`src/rtl/ysyx_22041211_ifu.sv`:
```
//============================================================================
// Module      : ysyx_22041211_ifu
// Description : Instruction fetch unit. Holds the architectural PC, issues
//               single-beat reads over an AXI4-Lite-style AR/R channel and
//               hands each fetched instruction to decode with valid/ready.
//               Sequential PC+4 fetch, one outstanding read, with a redirect
//               input from execute/branch logic.
// Ports       : clk, rst_n            - clock, async active-low reset
//               araddr_o/arvalid_o/arready_i         - read address channel
//               rdata_i/rresp_i/rvalid_i/rready_o    - read data channel
//               inst_o/pc_o/inst_err_o/inst_valid_o/inst_ready_i - to decode
//               redirect_valid_i/redirect_pc_i       - fetch redirect
// Revision    : 1.0 - initial release
//============================================================================
`default_nettype none

module ysyx_22041211_ifu #(
    parameter int                ADDR_W   = 32,
    parameter int                DATA_W   = 32,   // instruction width, must be 32
    parameter logic [ADDR_W-1:0] RESET_PC = 32'h8000_0000
) (
    input  logic              clk,
    input  logic              rst_n,
    // AR channel
    output logic [ADDR_W-1:0] araddr_o,
    output logic              arvalid_o,
    input  logic              arready_i,
    // R channel
    input  logic [DATA_W-1:0] rdata_i,
    input  logic [1:0]        rresp_i,
    input  logic              rvalid_i,
    output logic              rready_o,
    // decode interface
    output logic [DATA_W-1:0] inst_o,
    output logic [ADDR_W-1:0] pc_o,
    output logic              inst_err_o,
    output logic              inst_valid_o,
    input  logic              inst_ready_i,
    // redirect
    input  logic              redirect_valid_i,
    input  logic [ADDR_W-1:0] redirect_pc_i
);

    localparam logic [1:0] S_IDLE = 2'd0;
    localparam logic [1:0] S_AR   = 2'd1;
    localparam logic [1:0] S_R    = 2'd2;
    localparam logic [1:0] S_OUT  = 2'd3;

    localparam logic [ADDR_W-1:0] PC_STEP = ADDR_W'(4);

    logic [1:0]        state_q;
    logic [ADDR_W-1:0] pc_q;
    // Set when the read in flight belongs to a PC that was redirected away
    // from; its data must be thrown away and the new PC fetched instead.
    logic              drop_q;

    logic [ADDR_W-1:0] redir_pc;
    logic [ADDR_W-1:0] pc_next_seq;

    assign redir_pc    = {redirect_pc_i[ADDR_W-1:2], 2'b00};
    assign pc_next_seq = pc_q + PC_STEP;

    always_ff @(posedge clk or negedge rst_n) begin
        if (!rst_n) begin
            state_q      <= S_IDLE;
            pc_q         <= RESET_PC;
            drop_q       <= 1'b0;
            araddr_o     <= '0;
            arvalid_o    <= 1'b0;
            rready_o     <= 1'b0;
            inst_o       <= '0;
            pc_o         <= '0;
            inst_err_o   <= 1'b0;
            inst_valid_o <= 1'b0;
        end else begin
            case (state_q)
                S_IDLE: begin
                    arvalid_o <= 1'b1;
                    state_q   <= S_AR;
                    if (redirect_valid_i) begin
                        pc_q     <= redir_pc;
                        araddr_o <= redir_pc;
                    end else begin
                        araddr_o <= pc_q;
                    end
                end

                S_AR: begin
                    // The address already on the bus is never retracted; a
                    // redirect here only marks the pending read as stale.
                    if (redirect_valid_i) begin
                        pc_q   <= redir_pc;
                        drop_q <= 1'b1;
                    end
                    if (arready_i) begin
                        arvalid_o <= 1'b0;
                        rready_o  <= 1'b1;
                        state_q   <= S_R;
                    end
                end

                S_R: begin
                    if (rvalid_i) begin
                        rready_o <= 1'b0;
                        if (redirect_valid_i || drop_q) begin
                            // Stale data: discard and refetch the current target.
                            drop_q    <= 1'b0;
                            arvalid_o <= 1'b1;
                            state_q   <= S_AR;
                            if (redirect_valid_i) begin
                                pc_q     <= redir_pc;
                                araddr_o <= redir_pc;
                            end else begin
                                araddr_o <= pc_q;
                            end
                        end else begin
                            inst_o       <= rdata_i;
                            pc_o         <= pc_q;
                            inst_err_o   <= (rresp_i != 2'b00);
                            inst_valid_o <= 1'b1;
                            state_q      <= S_OUT;
                        end
                    end else if (redirect_valid_i) begin
                        pc_q   <= redir_pc;
                        drop_q <= 1'b1;
                    end
                end

                S_OUT: begin
                    if (redirect_valid_i) begin
                        // Kill the presented instruction even if decode takes it.
                        inst_valid_o <= 1'b0;
                        pc_q         <= redir_pc;
                        arvalid_o    <= 1'b1;
                        araddr_o     <= redir_pc;
                        state_q      <= S_AR;
                    end else if (inst_valid_o && inst_ready_i) begin
                        inst_valid_o <= 1'b0;
                        pc_q         <= pc_next_seq;
                        arvalid_o    <= 1'b1;
                        araddr_o     <= pc_next_seq;
                        state_q      <= S_AR;
                    end
                end

                default: begin
                    state_q <= S_IDLE;
                end
            endcase
        end
    end

endmodule

`default_nettype wire

```
`config.mk`:
```
export PLATFORM = sky130hd
export DESIGN_NAME = ysyx_22041211_ifu
export DESIGN_NICKNAME = d
export VERILOG_FILES = /design/src/rtl/ysyx_22041211_ifu.sv
export SDC_FILE = /design/constraint.sdc
export NUM_CORES = 1
export LEC_CHECK = 0
export BUFFER_PORTS_ARGS = -buffer_cell sky130_fd_sc_hd__clkbuf_2
export CORE_ASPECT_RATIO = 2
export CORE_MARGIN = 2
export CORE_UTILIZATION = 42
export CTS_CLUSTER_DIAMETER = 40
export DETAILED_ROUTE_END_ITERATION = 8
export PLACE_DENSITY = 0.66
export SYNTH_ARGS = -nofsm -noshare
export SYNTH_HDL_FRONTEND = slang
export SYNTH_SLANG_ARGS = --single-unit
```
`constraint.sdc`:
```
create_clock -name clk -period 5.4 [get_ports clk]
set_input_delay 1.08 -clock clk [delete_from_list [all_inputs] [get_ports clk]]
set_output_delay 1.08 -clock clk [all_outputs]
set_load 0.01 [all_outputs]
```
Word-level counts from Yosys, hierarchy flattened
Cells that the tools add are included.
Storage, ports and cells
  register bits: 135
  input bits: 72
  output and inout bits: 100
  logic and storage cells: 69
Cells by class
  $add $sub $neg: 1
  equal/unequal tests: 9
  mux-type cells: 32
  bitwise operators: 1
  reduce and logical (&&, ||, !) cells: 16
Operator list (count)
  32-bit two-way mux: 6
  32-bit one-hot mux with 3 select lines: 2
  32-bit by 3-bit adder with 32-bit output, second input constant: 1
  1-bit two-way mux: 14
  4-bit AND reduction: 3
  2-bit two-way mux: 5
  3-bit AND reduction: 3
  2-bit != test, second input constant: 4
  2-bit one-hot mux with 4 select lines: 1
  3-bit != test, second input constant: 2
  1-bit one-hot mux with 2 select lines: 3
  2-bit nonzero test: 3
  2-bit equality test, second input constant: 2
  1-bit one-hot mux with 4 select lines: 1
  2-bit AND reduction: 2
  3-bit nonzero test: 1
  2-bit by 1-bit equality test with 1-bit output, second input constant: 1
  2-bit logical NOT: 1
  2-bit OR reduction: 1
  1-bit logical AND: 1
  1-bit logical OR: 1
  1-bit inverter: 1

Depth between registers and ports, before layout
Gate-level depths: netlist of run 1.
  depth in word-level cells: 4
  gate-level depth with buffers: 10
  gate-level depth less buffers: 7

Worst setup path before layout of run 1
No wires, ideal clock.
  path kind: input -> register
  start point: in redirect_valid_i
  end point: reg araddr_o[26]
  library setup time: 0.126 ns
  arrival time: 2.415 ns
  required time: 5.274 ns
  path slack: 2.859 ns
  stages on the path: 7
  buffers on the path: 3
  cell sequence: buf_4 -> inv_2 -> a32o_1 -> or3_1 -> buf_6 -> buf_6 -> a221o_1
On the way
  longest elaborated chain between the ends: 4
  elaborated cells between the ends (all ways): 9
  those cells by class: 2 x eq/ne; 5 x mux; 2 x reduce/logical
RTL lines
  start: declaration: RTL line 40  | input logic redirect_valid_i,
  32-bit two-way mux
  32-bit two-way mux: RTL line 105  | if (redirect_valid_i || drop_q) begin
  32-bit two-way mux: RTL line 103  | if (rvalid_i) begin
  32-bit one-hot mux with 3 select lines: RTL line 76  | case (state_q)
  end signal: assignment: RTL line 82  | araddr_o <= redir_pc;
  end signal: assignment: RTL line 84  | araddr_o <= pc_q;
  end signal: assignment: RTL line 112  | araddr_o <= redir_pc;
  end: declaration: RTL line 25  | output logic [ADDR_W-1:0] araddr_o,
Several ways; a longest one is shown, not always the timed one. The select of a mux whose other input is x is not followed.
A chain may end at the register's enable or synchronous reset.

Worst setup path in the final report of run 1
Same ends and word-level chain as after synthesis.

==> results.md, run 1 <==
- # hold bufs at CTS: 0
- Adder-cell share of the synthesized area: 0.948%
- Worst path required time: 5.70 ns
- Pint: around 2.6 mW
- Full die area: 0.0168 mm^2
- CP Launch Point: redirect_valid_i
- Clock Skew: 0.00638 ns
- Pre-Repair DR Iteration Count: 4
- CTS tree: done
- Synth Instances: about 600
- CTS HTree Levels: 4
- Clock Latency Late Sink: 0.42 ns
- Register Area: about 0.0034 mm^2
- Final Cell Area: 0.00816 mm^2
- Number of cells on the worst hold path: 2
- Final WL: 17.2 mm
- WP data arrival: about 3.4 ns
- Post-synth EDFFs: 0
- Fraction of the mapped netlist area in simple logic gates: 13.5%
- Post-synth top area cell: dfrtp_1
- DRC Markers: 0
- Ant. Diodes: 0
- Layout Utilization: 53.1%
- Worst-case reg-to-reg path depth: 7
- Post-synth top area share: 50.8%
- Vias: 5349
- Fillers: approximately 1400
- CTS max path bufs: 2
- Worst r2r src: state_q[0]
- Net Count, Synth: 675
- Switching power: 1.33 mW
- IO buf count: 169
- Root buf cell: clkbuf_16
- CTS sink count: about 140
- Area Growth Syn to Fin: 23.6%
- Final Cycle Share: about three fifths
- Commonest non-fill, non-tap cell in the layout: clkbuf_2
- Crit Path Max Fanout: 45
- Post-CTS Setup Bufs: 0
- Starting Density: 42.9%
- Layout cells sized above 1: 39.6%
- Maximum VDD drop: 0.337 mV
- Synthesized area: between 0.006 and 0.007 mm^2
- # resized after CTS: 0
- Die W: 92.6 um
- Setup violators final: 0
- F_max: about 0.32 GHz
- Asr flop ratio synth: 100%
- Die H: approximately 180 um
- Element type at the critical path end: register
- Largest net degree at the start of global routing: 95
- Leak: 4.01 nW
- Register area share after synthesis: about half
- Pwr Density: approximately 490 mW/mm^2
- Gate power share: 29.0%
- Slew headroom: 36.3%
- Largest family of logic cells by synthesized area: multiplexers
- Nets: 826
- Pins Over Slew Limit: 0
- DRT antenna net count: 0
- Area share of xor/xnor cells in the synthesized design: less than 1%
- Total grt overflow: 0
- CP Class: in -> reg
- Yosys warns: 0
- CTS clock-pin slew for the worst setup and hold paths: 0.06 ns
- #FFs+latches synth: around 140
- RSZ-0062 raised after global routing: no
- Multi-input logic area: 0.00296 mm^2
- Status: finished clean
- Flop2flop setup slack: between 2 and 2.5 ns
- Drt initial violations: 225
- Post-DR wirelength/cell: 17.9 um
- Total negative slack: 0 ns
- Inserted Clock Buffers: 17
- DPL Wire Length: 12.1 mm
- Synth Area in Compound Gates: between 10% and 20%
- Max-Cap Viols: 0
- Synth Area per Inst: 11.0 um^2
- Sequential share of power: 40.5%
- Min Tclk post-route: around 3.1 ns
- Worst R2R End: araddr_o[26]
- Gpl congestion: just over 0.8
- Total Power: 3.97 mW
- CORE AREA: 0.0154 mm^2
- Row cnt: 64
- Top FF cell, synth: dfrtp_1
- Tightest Hold Check Type: reg -> reg
- Main area contributors after synthesis: dfrtp_1 (51%), mux2_2 (14%), nand2_1 (3.1%)
- Vias/cell: 5.57
- Hold WS: about 0.48 ns
- Post-synthesis mux area share: around 15%
- Placed instance area: 0.00754 mm^2
- Startpoint Class: input port
- Worst Tran Pin Value: about 0.96 ns
- Hold Fails Final Rpt: 0
- Worst setup path endpoint: araddr_o[26]
- Top-level I/O count: 172
- Clk network pwr share: 30.6%
- Switching Fraction: between 30 and 40%
- First-pass GRT wire length: about 28 mm
- Most frequent cells in the layout: clkbuf_2 (168), dfrtp_1 (134), mux2_2 (80), nand2_1 (54), o21ai_0 (36)
- Number of global-route vias before repair: 5427
- Initial antenna violation count: 0
- Unique masters post-synth: 68
- GRT Total Usage: 21.2%
## sequential cells by signal, summed over array words and instances, names as in the netlist
signal / cells
araddr_o: 32
inst_o: 32
pc_o: 32
pc_q: 32
state_q: 2
arvalid_o: 1
drop_q: 1
inst_err_o: 1
inst_valid_o: 1
rready_o: 1
## critical path, stage by stage
cell and delay (ns):
clkbuf_2 0.15, inv_2 0.06, buf_4 0.28, a32o_1 0.35, or3_2 0.73, buf_4 0.36, nor2_1 0.08, a221o_1 0.32
## per-stage QoR
step,std cells,setup WS [ns]
floorplan,598,2.86
global route,960,2.12
CTS,960,2.28
finish,960,2.26
detailed placement,928,1.84
global placement,928,1.90
## cells by family (layout without fill, tap and decap cells)
kind of cell | count (synthesis) | after routing
multiplexers | 91 | 91
XOR/XNOR | 4 | 4
buffers and inverters | 57 | 221
AND/OR/NAND/NOR | 161 | 161
adder cells (fa/ha/maj) | 5 | 5
AO/OA/AOI/OAI | 145 | 145
flip-flops | 135 | 135
## how the worst min path moves through the flow
stage | startpoint | to | slack (ns)
finish | araddr_o[2] | araddr_o[2] | 0.48
global route | araddr_o[29] | araddr_o[29] | 0.52
CTS | araddr_o[29] | araddr_o[29] | 0.49
detailed placement | araddr_o[29] | araddr_o[29] | 0.48
global placement | araddr_o[21] | araddr_o[21] | 0.47
floorplan | pc_q[0] | pc_o[0] | 0.47
## cell type report
| type | count | area share [%] |
|---|---|---|
| Clock buffer | 23 | 5.74 |
| Tap cell | 198 | 3.04 |
| Clock inverter | 9 | 1.81 |
| Timing Repair Buffer | 176 | 11.1 |
| Sequential cell | 135 | 41.4 |
| Multi-Input combinational cell | 406 | 36.3 |
| Inverter | 13 | 0.598 |
## per-layer routing
metal / vias to the layer above / track usage, % / share of wire [%] / routed length [um]
met5: - / 0 / 0 / 0
li1: 2487 / - / - / -
met2: 178 / 37.3 / 55 / 9440
met3: 38 / 4.63 / 5.1 / 870
met1: 2646 / 23.7 / 37 / 6320
met4: 0 / 10.6 / 3.1 / 534
## cell usage after synthesis (all sizes together), types with 3 or more instances
library cell	number
clkbuf	12
and2	3
o31ai	13
inv	13
a41oi	3
buf	32
nor3	9
nand3	18
a22o	9
a21oi	30
o21ai	43
a211oi	3
mux2i	11
nor2b	10
and4	3
o311ai	3
nor2	26
ha	5
dfrtp	134
nor4	4
a21boi	3
mux2	80
nor3b	4
and3	5
a221o	5
a21o	3
nand4	9
a22oi	7
or3	6
a31oi	7
nand2	55
## power by group through the flow
stage	combinational, mW	sequential, mW	clock, mW
after floorplan	0.660	1.65	0
final	1.15	1.61	1.22
after detailed placement	1.16	1.62	0
after global placement	1.13	1.60	0
after global routing	1.27	1.65	1.29
after CTS	1.17	1.61	1.24
(Power assumes the default switching activity.)
==> run 2: changes to the inputs <==
--- a/config.mk
+++ b/config.mk
@@ -5,6 +5,7 @@
 export SDC_FILE = /design/constraint.sdc
 export NUM_CORES = 1
 export LEC_CHECK = 0
+export ABC_AREA = 1
 export BUFFER_PORTS_ARGS = -buffer_cell sky130_fd_sc_hd__clkbuf_2
 export CORE_ASPECT_RATIO = 2
 export CORE_MARGIN = 2
==> constraint.sdc (replaced) <==
create_clock -name clk -period 2.9 [get_ports clk]
set_input_delay 0.58 -clock clk [delete_from_list [all_inputs] [get_ports clk]]
set_output_delay 0.58 -clock clk [all_outputs]
set_load 0.01 [all_outputs]
==> run 2 against run 1 <==
First-iteration DRC count up 22%. Largest cell class unchanged. Sequential power is 89% higher. Highest routed layer unchanged. Count of clock-buffer cells in the layout down 3. Cell area fell by 3.0%.
==> results.md, run 2 <==
- Die W: 90.1 um
- Synthesized area: 0.00623 mm^2
- # resized after CTS: 0
- CORE AREA: between 0.01 and 0.015 mm^2
- Post-synth EDFFs: 0
- Gpl congestion: approximately 0.90
- CTS sink count: 135
- GRT Total Usage: 21.8%
- Pre-Repair DR Iteration Count: 4
- Post-DR wirelength/cell: around 14 um
- Flop2flop setup slack: approximately 0.74 ns
- Total negative slack: 0 ns
- Final Cycle Share: between 70% and 80%
- CP Launch Point: pc_q[3]
- Clock Latency Late Sink: around 0.43 ns
- IO buf count: roughly 170
- CP Class: reg -> reg
- DRC Markers: 0
- PnR worst setup slack: 0.737 ns
- F_max: about 0.46 GHz
- Pwr Density: approximately 1000 mW/mm^2
- Pins Over Slew Limit: 0
- Most frequent cell after synthesis: nand2_1
- Slew headroom: 40.8%
- Synth Instances: 801
- Total grt overflow: 0
- Synth Area per Inst: 7.78 um^2
- Top FF cell, synth: dfrtp_1
- Vias/cell: 4.91
- Full die area: 0.0159 mm^2
- Initial antenna violation count: 0
- Die H: 176 um
- Worst r2r src: pc_q[3]
- Ant. Diodes: 0
- DRT antenna net count: 0
- CTS tree: done
- Top Usage Layer GRT: met2
- Startpoint Class: register
- Commonest non-fill, non-tap cell in the layout: nand2_1
- Vias: about 5800
- Hold Fails Final Rpt: 0
- Net Count, Synth: 878
- Starting Density: 42.5%
- Fillers: 1436
- Place WS: 0.566 ns
- # hold bufs at CTS: 0
- Largest net degree at the start of global routing: 97
- First-pass GRT wire length: 27.6 mm
- Leak: 4.29 nW
- WP data arrival: 2.45 ns
- Max-Cap Viols: 0
- Worst path required time: 3.19 ns
- Drt initial violations: approximately 280
- Main area contributors after synthesis: dfrtp_1 (54%), nand2_1 (21%), o21ai_0 (7.4%)
- Most frequent cells in the layout: nand2_1 (351), clkbuf_2 (168), dfrtp_1 (134), o21ai_0 (92), inv_1 (51)
- Global Route met2 Usage: 34.7%
- Met3 Track Usage GR: 4.69%
- DPL Wire Length: 12.2 mm
- Final WL: 16.9 mm
- Total Power: 7.76 mW
- Min Tclk post-route: 2.16 ns
- Post-CTS Setup Bufs: 0
- CTS max path bufs: 2
- Area Growth Syn to Fin: 27.1%
- Clock Skew: 0.00995 ns
- Top-level I/O count: around 170
- Post-synth top cells: nand2_1 (351), dfrtp_1 (134), o21ai_0 (92), inv_1 (51), nor2_1 (47)
- CTS clock-pin slew for the worst setup and hold paths: 0.06 ns
- Maximum VDD drop: 0.476 mV
- Row cnt: 63
- Register area share after synthesis: 54.3%
- Nets: 1045
- Worst-case reg-to-reg path depth: 8
- Worst Tran Pin Value: 0.888 ns
- Crit Path Max Fanout: 5
- Setup violators final: 0
- Inserted Clock Buffers: 17
- Post-synth top area share: 53.8%
- Worst R2R End: araddr_o[16]
- #FFs+latches synth: approximately 140
- CTS HTree Levels: 4
- Root buf cell: clkbuf_16
- Grt met1 use: 29.2%
- Yosys warns: 0
- Layout cells sized above 1: 23.3%
- Status: finished clean
- Post-synth top area cell: dfrtp_1
- Unique masters post-synth: 28
- Element type at the critical path end: register
- Tightest Hold Check Type: in -> async
- Worst setup path endpoint: araddr_o[16]
- Asr flop ratio synth: 100%
- Number of global-route vias before repair: about 5500
- RSZ-0062 raised after global routing: no
## run 2: metrics by stage
step / hold WS (ns) / cell area, um^2 / cells / utilization (%)
2_1_floorplan: 0.284 / 6230 / 801 / -
3_3_place_gp: 0.453 / 7280 / 1144 / 49.6
3_5_place_dp: 0.458 / 7280 / 1144 / 49.6
4_1_cts: 0.133 / 7920 / 1175 / 54.0
5_1_grt: 0.167 / 7920 / 1175 / 54.0
6_report: 0.118 / 7920 / 1175 / 54.0
## run 2: worst max-delay path, stage by stage, from the launching register on
cell and delay [ns]:
dfrtp_1 0.43, ha_1 0.21, nand2_1 0.08, nor2_1 0.23, nand3_1 0.29, nor2_1 0.35, nand2_1 0.11, o21ai_0 0.16
o21ai_0 0.14
## run 2: kinds of logic after synthesis
| kind of cell | Yosys count | share of synthesized area [%] |
|---|---|---|
| simple gates | 459 | 29.6 |
| flops | 135 | 54.3 |
| compound gates | 112 | 9.26 |
| buf+inv | 88 | 5.60 |
| fa+ha+maj | 5 | 1.00 |
| xor+xnor | 1 | 0.141 |
| mux | 1 | 0.161 |
## run 2: worst min-delay path by stage
stage	slack, ns	cells past startpoint	end
finish	0.12	1	inst_o[24]
global route	0.17	1	inst_o[0]
detailed placement	0.46	2	inst_o[12]
global placement	0.45	2	inst_o[25]
floorplan	0.28	0	araddr_o[0]
CTS	0.13	1	inst_o[29]
## run 2: final cells by class
type	count	area, um^2	area share (%)
flip-flops and latches	135	3380	42.7
well taps	195	244	3.08
clock inverters	11	173	2.18
clock buffers	20	467	5.90
multi-input cells	578	2500	31.6
inverters	57	214	2.70
repair buffers	179	940	11.9
## run 2: where the power goes
group | switching, mW | internal, mW
Combinational | 1.50 | 0.891
Clock | 0.833 | 1.50
Sequential | 0.456 | 2.58
## run 2: routing by layer
metal / share of wire, % / vias to the layer above / routed length, um
met1: 44 / 2697 / 7490
met3: 5.0 / 36 / 850
met5: 0 / - / 0
met4: 2.5 / 0 / 423
met2: 48 / 170 / 8130
li1: - / 2871 / -
==> run 3: changes to the inputs <==
==> constraint.sdc (replaced) <==
create_clock -name clk -period 2.1 [get_ports clk]
set_input_delay 0.42 -clock clk [delete_from_list [all_inputs] [get_ports clk]]
set_output_delay 0.42 -clock clk [all_outputs]
set_load 0.01 [all_outputs]
==> run 3 against run 2 <==
Register-to-register slack lost 0.51 ns. Sequential power grew 38%. Fmax grew 16%. Critical path depth shrank 1. Cell area grew 2.2%. Final cell count grew 1.0%. Flip-flop and latch count is the same. Power grew 43%. Clock power grew 51%. First-iteration DRC count grew 4.0%. Critical path type unchanged. Largest cell class unchanged.
==> results.md, run 3 (synthesized netlist as in run 2, its figures left out) <==
- CTS max path bufs: 2
- IO buf count: about 170
- Post-Place Cells: 1154
- Commonest non-fill, non-tap cell in the layout: nand2_1
- Starting Density: 42.5%
- First-pass GRT wire length: 28.2 mm
- Gpl congestion: 0.896
- Clock Latency Late Sink: roughly 0.42 ns
- Startpoint Class: register
- DRC Markers: 0
- WP data arrival: 2.14 ns
- Crit-path cells: inv_1 > ha_1 > nand2_1 > nor2_2 > inv_2 > buf_6 > o21ai_0
- Tightest Hold Check Type: in -> reg
- Top-level I/O count: ~170
- Total Power: roughly 11 mW
- Vias/cell: 4.89
- Worst path required time: roughly 2.4 ns
- Die W: roughly 90 um
- Total grt overflow: 0
- Hold Fails Final Rpt: 0
- Global Route met2 Usage: 36.0%
- Leak: 4.38 nW
- GRT Total Usage: 22.3%
- Met3 Track Usage GR: 4.52%
- Pre-Repair DR Iteration Count: 6
- CTS HTree Levels: 4
- Pins Over Slew Limit: 0
- Inserted Clock Buffers: 17
- Area Growth Syn to Fin: 29.9%
- Die H: between 150 and 200 um
- Crit Path Max Fanout: 96
- CP bufs+invs: 3
- Slowest stage cell, crit path: buf_6
- Post-CTS Setup Bufs: 0
- Pwr Density: roughly 1400 mW/mm^2
- CTS tree: done
- Min Tclk post-route: 1.87 ns
- Placed instance area: about 0.0074 mm^2
- Ant. Diodes: 0
- CORE AREA: approximately 0.015 mm^2
- Grt met1 use: 29.8%
- Full die area: 0.0159 mm^2
- Layout Cells excl Fill: 1187
- Element type at the critical path end: register
- Maximum VDD drop: 0.729 mV
- Max-Cap Viols: 0
- Setup violators final: 0
- Final Cell Area: 0.00809 mm^2
- Largest net degree at the start of global routing: 97
- Status: finished clean
- Crit path max-delay family: buffers and inverters
- CP Class: reg -> reg
- Number of global-route vias before repair: 5635
- Drt initial violations: 286
- Layout cells sized above 1: 24.3%
- Root buf cell: clkbuf_16
- Worst Tran Pin Value: 0.633 ns
- Most frequent cells in the layout: nand2_1 (351), clkbuf_2 (168), dfrtp_1 (134), o21ai_0 (92), inv_1 (51)
- Top Usage Layer GRT: met2
- DRT antenna net count: 0
- Slew headroom: between 50% and 60%
- Nets: around 1100
- Fillers: 1439
- RSZ-0062 raised after global routing: no
- CP peak stage delay: 0.47 ns
- CTS sink count: 135
- F_max: 0.534 GHz
- DPL Wire Length: 12.5 mm
- Clock Skew: 0.00886 ns
- Total negative slack: 0 ns
- Final Cycle Share: 89.1%
- Initial antenna violation count: 0
- CTS clock-pin slew for the worst setup and hold paths: 0.06 ns
- Final WL: ~17 mm
- Post-DR wirelength/cell: 14.4 um
- Row cnt: 63
- Vias: between 5000 and 6000
[run 3: cell count changes in the layout (fill, tap and decap cells not counted), sizes merged]
| cell | before | now |
|---|---|---|
| buf | 11 | 21 |
| bufinv | 4 | 6 |
| clkbuf | 188 | 190 |
| clkinv | 3 | 1 |
| clkinvlp | 4 | 2 |
| dlygate4sd3 | 0 | 1 |
| inv | 57 | 58 |
[run 3: worst paths after layout]
| kind | endpoint | depth (start not counted) | startpoint | slack [ns] |
|---|---|---|---|---|
| setup reg to reg | pc_o[24] | 7 | state_q[0] | 0.23 |
| hold reg to reg | inst_o[29] | 2 | inst_o[29] | 0.47 |
| max in group asynchronous | pc_o[26] | 3 | rst_n | 0.96 |
| setup / recovery | pc_o[24] | 7 | state_q[0] | 0.23 |
| min in group asynchronous | inst_o[24] | 2 | rst_n | 0.52 |
| hold / removal | inst_o[30] | 3 | rdata_i[30] | 0.20 |
[run 3: report_power, final]
group / leakage, nW / total (mW) / switching [mW] / internal (mW)
registers: 1.73 / 4.19 / 0.631 / 3.56
logic: 2.31 / 3.37 / 2.10 / 1.26
clock network: 0.339 / 3.53 / 1.14 / 2.39
[run 3: worst min-delay path: cells and delay by family]
kind          cells  cell delay (ns)
simple gates      2             0.09
buf+inv           1             0.07
[run 3: metrics by stage]
| step | hold slack [ns] | utilization [%] | setup slack, ns |
|---|---|---|---|
| 4_1_cts | 0.185 | 55.0 | 0.0179 |
| 6_report | 0.200 | 55.2 | 0.229 |
| 3_3_place_gp | 0.408 | 50.1 | 0.104 |
| 2_1_floorplan | 0.124 | - | 0.332 |
| 3_5_place_dp | 0.403 | 50.1 | 0.0342 |
| 5_1_grt | 0.199 | 55.2 | 0.0385 |
[run 3: repair_timing]
item	4_1_cts	5_1_grt
endpoints found under the setup margin	0	100
hold buffers	1	0
resized for setup	0	6
hold endpoints to repair	47	0
[run 3: cell type report]
class | instances | area, um^2 | area share, %
well taps | 195 | 244 | 3.02
repair buffers | 190 | 1030 | 12.7
clock buffers | 22 | 494 | 6.11
inverters | 57 | 216 | 2.68
flip-flops and latches | 135 | 3380 | 41.8
clock inverters | 10 | 213 | 2.63
multi-input cells | 578 | 2510 | 31.1
[run 3: per-layer routing]
| layer | vias up | share of wire (%) |
|---|---|---|
| met1 | 2719 | 44 |
| met3 | 21 | 5.0 |
| met5 | - | 0 |
| li1 | 2891 | - |
| met4 | 0 | 1.8 |
| met2 | 176 | 49 |
